### config.mk
export PLATFORM = sky130hd
export DESIGN_NAME = sim_uart_in_responder
export DESIGN_NICKNAME = d
export VERILOG_FILES = /design/src/rtl/sim_uart_pkg.sv /design/src/rtl/sim_byte_fifo.sv /design/src/rtl/sim_uart_in_responder.sv
export SDC_FILE = /design/constraint.sdc
export NUM_CORES = 1
export LEC_CHECK = 0
export ABC_AREA = 1
export BUFFER_PORTS_ARGS = -buffer_cell sky130_fd_sc_hd__buf_2
export CAP_MARGIN = 15
export CORE_MARGIN = 8
export CORE_UTILIZATION = 44
export DETAILED_ROUTE_END_ITERATION = 6
export SLEW_MARGIN = 5
export SYNTH_ARGS = -nofsm -noshare
export SYNTH_HDL_FRONTEND = slang
export SYNTH_SLANG_ARGS = --single-unit
### constraint.sdc
create_clock -name clock -period 5.6 [get_ports clock]
set_input_delay 0.84 -clock clock [delete_from_list [all_inputs] [get_ports clock]]
set_output_delay 0.84 -clock clock [all_outputs]
set_load 0.01 [all_outputs]
### src/rtl/sim_uart_pkg.sv
// Shared definitions for the simulation UART input responder.
//   IDLE_CH_DEFAULT : byte returned to the DUT when nothing is deliverable
//   state_e         : pacing state (READY / COOLDOWN)
//   count_w()       : width of an occupancy counter able to hold 0..depth
package sim_uart_pkg;

  localparam logic [7:0] IDLE_CH_DEFAULT = 8'hff;

  typedef enum logic [0:0] {
    ST_READY    = 1'b0,
    ST_COOLDOWN = 1'b1
  } state_e;

  function automatic int count_w(input int depth);
    return $clog2(depth) + 1;
  endfunction

endpackage

### src/rtl/sim_byte_fifo.sv
// DEPTH x 8 synchronous FIFO with a combinational head view.
// Ports:
//   clock, reset : clock and asynchronous active-high reset
//   push, din    : write request and data (ignored when full)
//   pop          : read request (ignored when empty)
//   head         : oldest stored byte (valid when !empty)
//   count        : occupancy 0..DEPTH
//   full, empty  : occupancy flags
module sim_byte_fifo
  import sim_uart_pkg::*;
#(
  parameter int DEPTH = 16
) (
  input  logic                        clock,
  input  logic                        reset,
  input  logic                        push,
  input  logic [7:0]                  din,
  input  logic                        pop,
  output logic [7:0]                  head,
  output logic [count_w(DEPTH)-1:0]   count,
  output logic                        full,
  output logic                        empty
);

  localparam int AW = $clog2(DEPTH);
  localparam int CW = count_w(DEPTH);
  localparam logic [CW-1:0] FULL_COUNT = CW'(DEPTH);

  logic [7:0]    r_mem [DEPTH];
  logic [AW-1:0] r_wr_ptr;
  logic [AW-1:0] r_rd_ptr;
  logic [CW-1:0] r_count;

  logic w_do_push;
  logic w_do_pop;

  assign full      = (r_count == FULL_COUNT);
  assign empty     = (r_count == '0);
  assign w_do_push = push && !full;
  assign w_do_pop  = pop && !empty;
  assign head      = r_mem[r_rd_ptr];
  assign count     = r_count;

  // Storage carries no reset: stale contents are unreachable once pointers clear.
  always_ff @(posedge clock) begin
    if (w_do_push) begin
      r_mem[r_wr_ptr] <= din;
    end
  end

  // Pointers wrap modulo DEPTH for free because DEPTH is a power of two.
  always_ff @(posedge clock or posedge reset) begin
    if (reset) begin
      r_wr_ptr <= '0;
      r_rd_ptr <= '0;
      r_count  <= '0;
    end else begin
      if (w_do_push) r_wr_ptr <= r_wr_ptr + AW'(1);
      if (w_do_pop)  r_rd_ptr <= r_rd_ptr + AW'(1);
      case ({w_do_push, w_do_pop})
        2'b10:   r_count <= r_count + CW'(1);
        2'b01:   r_count <= r_count - CW'(1);
        default: r_count <= r_count;
      endcase
    end
  end

endmodule

### src/rtl/sim_uart_in_responder.sv
// Simulation-side responder for the SoC UART input poll interface.
// Host bytes are queued in a FIFO and handed to the DUT combinationally in
// the cycle it polls; an optional gap enforces idle cycles after each byte.
// Ports:
//   clock, reset        : clock and asynchronous active-high reset
//   host_valid/host_ch  : host byte offer; host_ready accepts it at posedge
//   uart_in_valid       : DUT poll request
//   uart_in_ch          : head byte when deliverable, IDLE_CH otherwise
//   enable              : 0 blocks all delivery
//   gap_cycles          : idle cycles after each delivered byte
//   fifo_count          : FIFO occupancy
//   delivered_count     : bytes delivered since reset (wraps)
//   overflow            : sticky, host offered while not ready
module sim_uart_in_responder
  import sim_uart_pkg::*;
#(
  parameter int         DEPTH   = 16,
  parameter int         GAP_W   = 16,
  parameter logic [7:0] IDLE_CH = IDLE_CH_DEFAULT
) (
  input  logic                       clock,
  input  logic                       reset,
  input  logic                       host_valid,
  input  logic [7:0]                 host_ch,
  output logic                       host_ready,
  input  logic                       uart_in_valid,
  output logic [7:0]                 uart_in_ch,
  input  logic                       enable,
  input  logic [GAP_W-1:0]           gap_cycles,
  output logic [count_w(DEPTH)-1:0]  fifo_count,
  output logic [31:0]                delivered_count,
  output logic                       overflow
);

  state_e             r_state;
  logic [GAP_W-1:0]   r_gap_ctr;
  logic [31:0]        r_delivered;
  logic               r_overflow;

  logic [7:0]         w_head;
  logic               w_full;
  logic               w_empty;
  logic               w_push;
  logic               w_pop;
  logic               w_deliverable;

  sim_byte_fifo #(
    .DEPTH (DEPTH)
  ) u_fifo (
    .clock (clock),
    .reset (reset),
    .push  (w_push),
    .din   (host_ch),
    .pop   (w_pop),
    .head  (w_head),
    .count (fifo_count),
    .full  (w_full),
    .empty (w_empty)
  );

  // Readiness looks only at the registered count: no pop-to-push bypass when full.
  assign host_ready    = !reset && !w_full;
  assign w_push        = host_valid && host_ready;
  // The FIFO reads empty the instant reset asserts, so uart_in_ch falls to IDLE_CH.
  assign w_deliverable = enable && (r_state == ST_READY) && !w_empty;
  assign w_pop         = uart_in_valid && w_deliverable;
  assign uart_in_ch    = w_deliverable ? w_head : IDLE_CH;

  assign delivered_count = r_delivered;
  assign overflow        = r_overflow;

  always_ff @(posedge clock or posedge reset) begin
    if (reset) begin
      r_state     <= ST_READY;
      r_gap_ctr   <= '0;
      r_delivered <= '0;
      r_overflow  <= 1'b0;
    end else begin
      if (host_valid && !host_ready) begin
        r_overflow <= 1'b1;
      end

      if (w_pop) begin
        r_delivered <= r_delivered + 32'd1;
      end

      case (r_state)
        ST_READY: begin
          // gap_cycles is captured only here; later changes leave the running gap alone.
          if (w_pop && (gap_cycles != '0)) begin
            r_state   <= ST_COOLDOWN;
            r_gap_ctr <= gap_cycles;
          end
        end
        ST_COOLDOWN: begin
          // Counts regardless of enable; leaving at 1 yields exactly gap_cycles idle cycles.
          if (r_gap_ctr == GAP_W'(1)) begin
            r_state   <= ST_READY;
            r_gap_ctr <= '0;
          end else begin
            r_gap_ctr <= r_gap_ctr - GAP_W'(1);
          end
        end
        default: begin
          r_state   <= ST_READY;
          r_gap_ctr <= '0;
        end
      endcase
    end
  end

endmodule

==> metrics.csv <==
stage;metric;value;unit
outcome;status;finished, final reports clean;
setup_path;CP max-delay cell;dfrtp_1;
route;top layer in use;met4;
timing;setup ws final;2070;ps
power_and_ir_drop;pwr/cell area;299;nW/um^2
setup_path;CP Data Arrival Time;2690;ps
timing;Slew HR;0.374;
floorplan;Initial Util;0.442;
timing;Slew Viols, Final;0;
power_and_ir_drop;Worst VDD drop;224;uV
cts;CTS root buffer;clkbuf_16;
route;drt drc;0;
global_routing;final global-route overflow total;0;
cts;clock tree buffer depth;2;
timing;post-route clock skew;13.9;ps
timing;Fin. Hold Viols;0;
route;Detailed Route WL;21900;um
floorplan;chip height;160;um
placed_design;DP HPWL;14800;um
route;vias per cell;5.08;
cts;CTS resizes;0;
global_routing;initial antenna violation count;0;
placed_design;input/output buffers;75;
cells_and_area;fin area;10400;sq um
yosys;synthesized area;9180;sq um
placed_design;Post-Place Setup Slack;2480;ps
yosys;cells after synthesis;988;
route;WL met2;10200;um
floorplan;area of the core;20800;sq um
setup_path;max incr delay on CP;760;ps
run;max cap viols;0;
global_routing;first-pass GRT wire length;36100;um
floorplan;die width;160;um
floorplan;row count;53;
power_and_ir_drop;Leakage;4.19;nW
cts;worst skew pair latency;440;ps
timing;Tmin final;3530;ps
yosys;Synth top area share;0.419;
cts;CTS tree;built;
placed_design;Post-Place Cell Area;9780;sq um
setup_path;CP required;4760;ps
route;DRT Pass-1 Iters;7;
floorplan;I/O pin count;76;
route;met1 wire length;10400;um
worst_hold_path;worst min-delay path class;flop to flop;
timing;Worst Tran Pin Value;936;ps
cts;H-tree depth;4;
timing;part of the cycle the worst path needs;0.631;
setup_path;Critical Path Sink Type;output pin;
cts;clk sinks;191;
timing;final setup fails;0;
yosys;synth top area cells;edfxtp_1 (42%), dfrtp_1 (17%), nand2_1 (11%);
cells_and_area;diode count;0;
global_routing;pin count of the biggest net entering global routing;69;
cts;CTS buffer count;17;
cells_and_area;Layout area overhead;13.0;%
timing;RSZ-0062 raised after global routing;no;
global_routing;Tot GR Track Use;0.175;
yosys;synth warn;0;
setup_path;worst path cell trace;clkinv_1, o211ai_1, nand3_1, nand3_1, buf_2;
setup_path;crit path kind;flop to output pin;
cts;Post-CTS Repair Setup Buffers;0;
yosys;sequential area share after synthesis;0.591;
yosys;Yosys cell types;34;
timing;Setup TNS;0;ps
cells_and_area;Core Util, Final;0.499;
yosys;top cell type by total area after synthesis;edfxtp_1;
route;drt wl/cell;16.3;um
cells_and_area;Final nets;1097;
yosys;Net Count, Synth;1029;
setup_path;CP Max Fanout;18;
route;DRT antenna net count;0;
setup_path;crit start category;flop;
cells_and_area;Filler cells;1959;
cells_and_area;most common cell after layout, fill and taps aside;nand2_1;
floorplan;full die area;25700;sq um
route;initial detailed-routing violation count;631;
power_and_ir_drop;Tot Pwr;0.00310;W
route;met3 routed WL;965;um
cts;clk slew on worst S/H paths;80;ps
timing;f_max;0.283;GHz
cells_and_area;most frequent cells in the layout;nand2_1 (259), nor2_1 (196), edfxtp_1 (128);
placed_design;GPL Wtd Cong;0.854;
setup_path;most used cell, CP;nand3_1;
cts;CTS Hold Bufs;0;
yosys;synthesized flop and latch total;191;
global_routing;vias in the first global route;7004;
cells_and_area;layout cells sized above 1;0.127;
route;via count;6827;
yosys;Mean Syn Cell Area;9.29;sq um
-- worst paths after layout --
check	from	end	slack, ps	cells past startpoint
worst max-delay path	u_fifo.r_rd_ptr[2]	uart_in_ch[0]	2070	5
worst min-delay path	overflow	overflow	460	1
worst max register to register	r_state	u_fifo.count[4]	3130	13
worst min register to register	overflow	overflow	460	1
max in group asynchronous	reset	u_fifo.r_rd_ptr[0]	4300	3
min in group asynchronous	reset	r_gap_ctr[9]	680	3
-- through the flow --
| stage | instances | hold WS, ps |
|---|---|---|
| after detailed placement | 1312 | 444 |
| after global placement | 1312 | 439 |
| after global routing | 1344 | 475 |
| final | 1344 | 462 |
| after CTS | 1344 | 463 |
| after floorplan | 988 | 485 |
-- cell families after synthesis --
group	count (synthesis)	synth area share
and+or+nand+nor	537	0.240
DFF	191	0.591
AOI/OAI and AO/OA	118	0.0749
buffers and inverters	94	0.0434
xor gates and xnor gates	36	0.0344
adders and majority gates	12	0.0164
-- Yosys cell counts, drive strengths merged --
library cell,number
nand3b,6
o21bai,2
nor3,9
clkinv,2
nand2,265
o211ai,32
ha,12
o22ai,2
and3,1
xnor2,14
dfrtp,63
clkbuf,16
edfxtp,128
nand4,2
a21boi,1
xor2,22
inv,60
buf,16
nor2,205
a21o,1
nand3,49
o21ai,79
a21oi,1
-- critical path: cells and delay by family (launching register included) --
family	cells	cell delay, ps
buffers and inverters	2	880
flip-flops	1	760
AO/OA/AOI/OAI	1	360
AND/OR/NAND/NOR	2	260
-- power breakdown --
| part | total, W | switching, W | internal [W] | leakage (nW) |
|---|---|---|---|---|
| combinational | 0.000264 | 0.000181 | 0.0000826 | 1.98 |
| clock | 0.00120 | 0.000598 | 0.000602 | 0.287 |
| sequential | 0.00164 | 0.0000480 | 0.00159 | 1.92 |
-- layout make-up --
| type | instances | area, sq um | area share |
|---|---|---|---|
| multi-input cells | 703 | 3360 | 0.324 |
| well taps | 275 | 344 | 0.0332 |
| inverters | 62 | 233 | 0.0224 |
| flip-flops and latches | 191 | 5420 | 0.523 |
| repair buffers | 81 | 420 | 0.0406 |
| clock inverters | 15 | 165 | 0.0159 |
| clock buffers | 17 | 425 | 0.0410 |
-- layer usage --
metal  global-route usage  up-vias
met2                0.285      179
met5                    0        -
met1                0.233     3218
met3               0.0294       32
li1                     -     3398
met4               0.0624        0
-- flip-flops by register name (all words and copies together) (netlist names) --
name	count
delivered_count	32
overflow	1
r_state	1
r_gap_ctr	16
u_fifo.r_wr_ptr	4
u_fifo.r_rd_ptr	4
u_fifo.r_mem	128
u_fifo.count	5
Power figures use the tool's default switching activity.
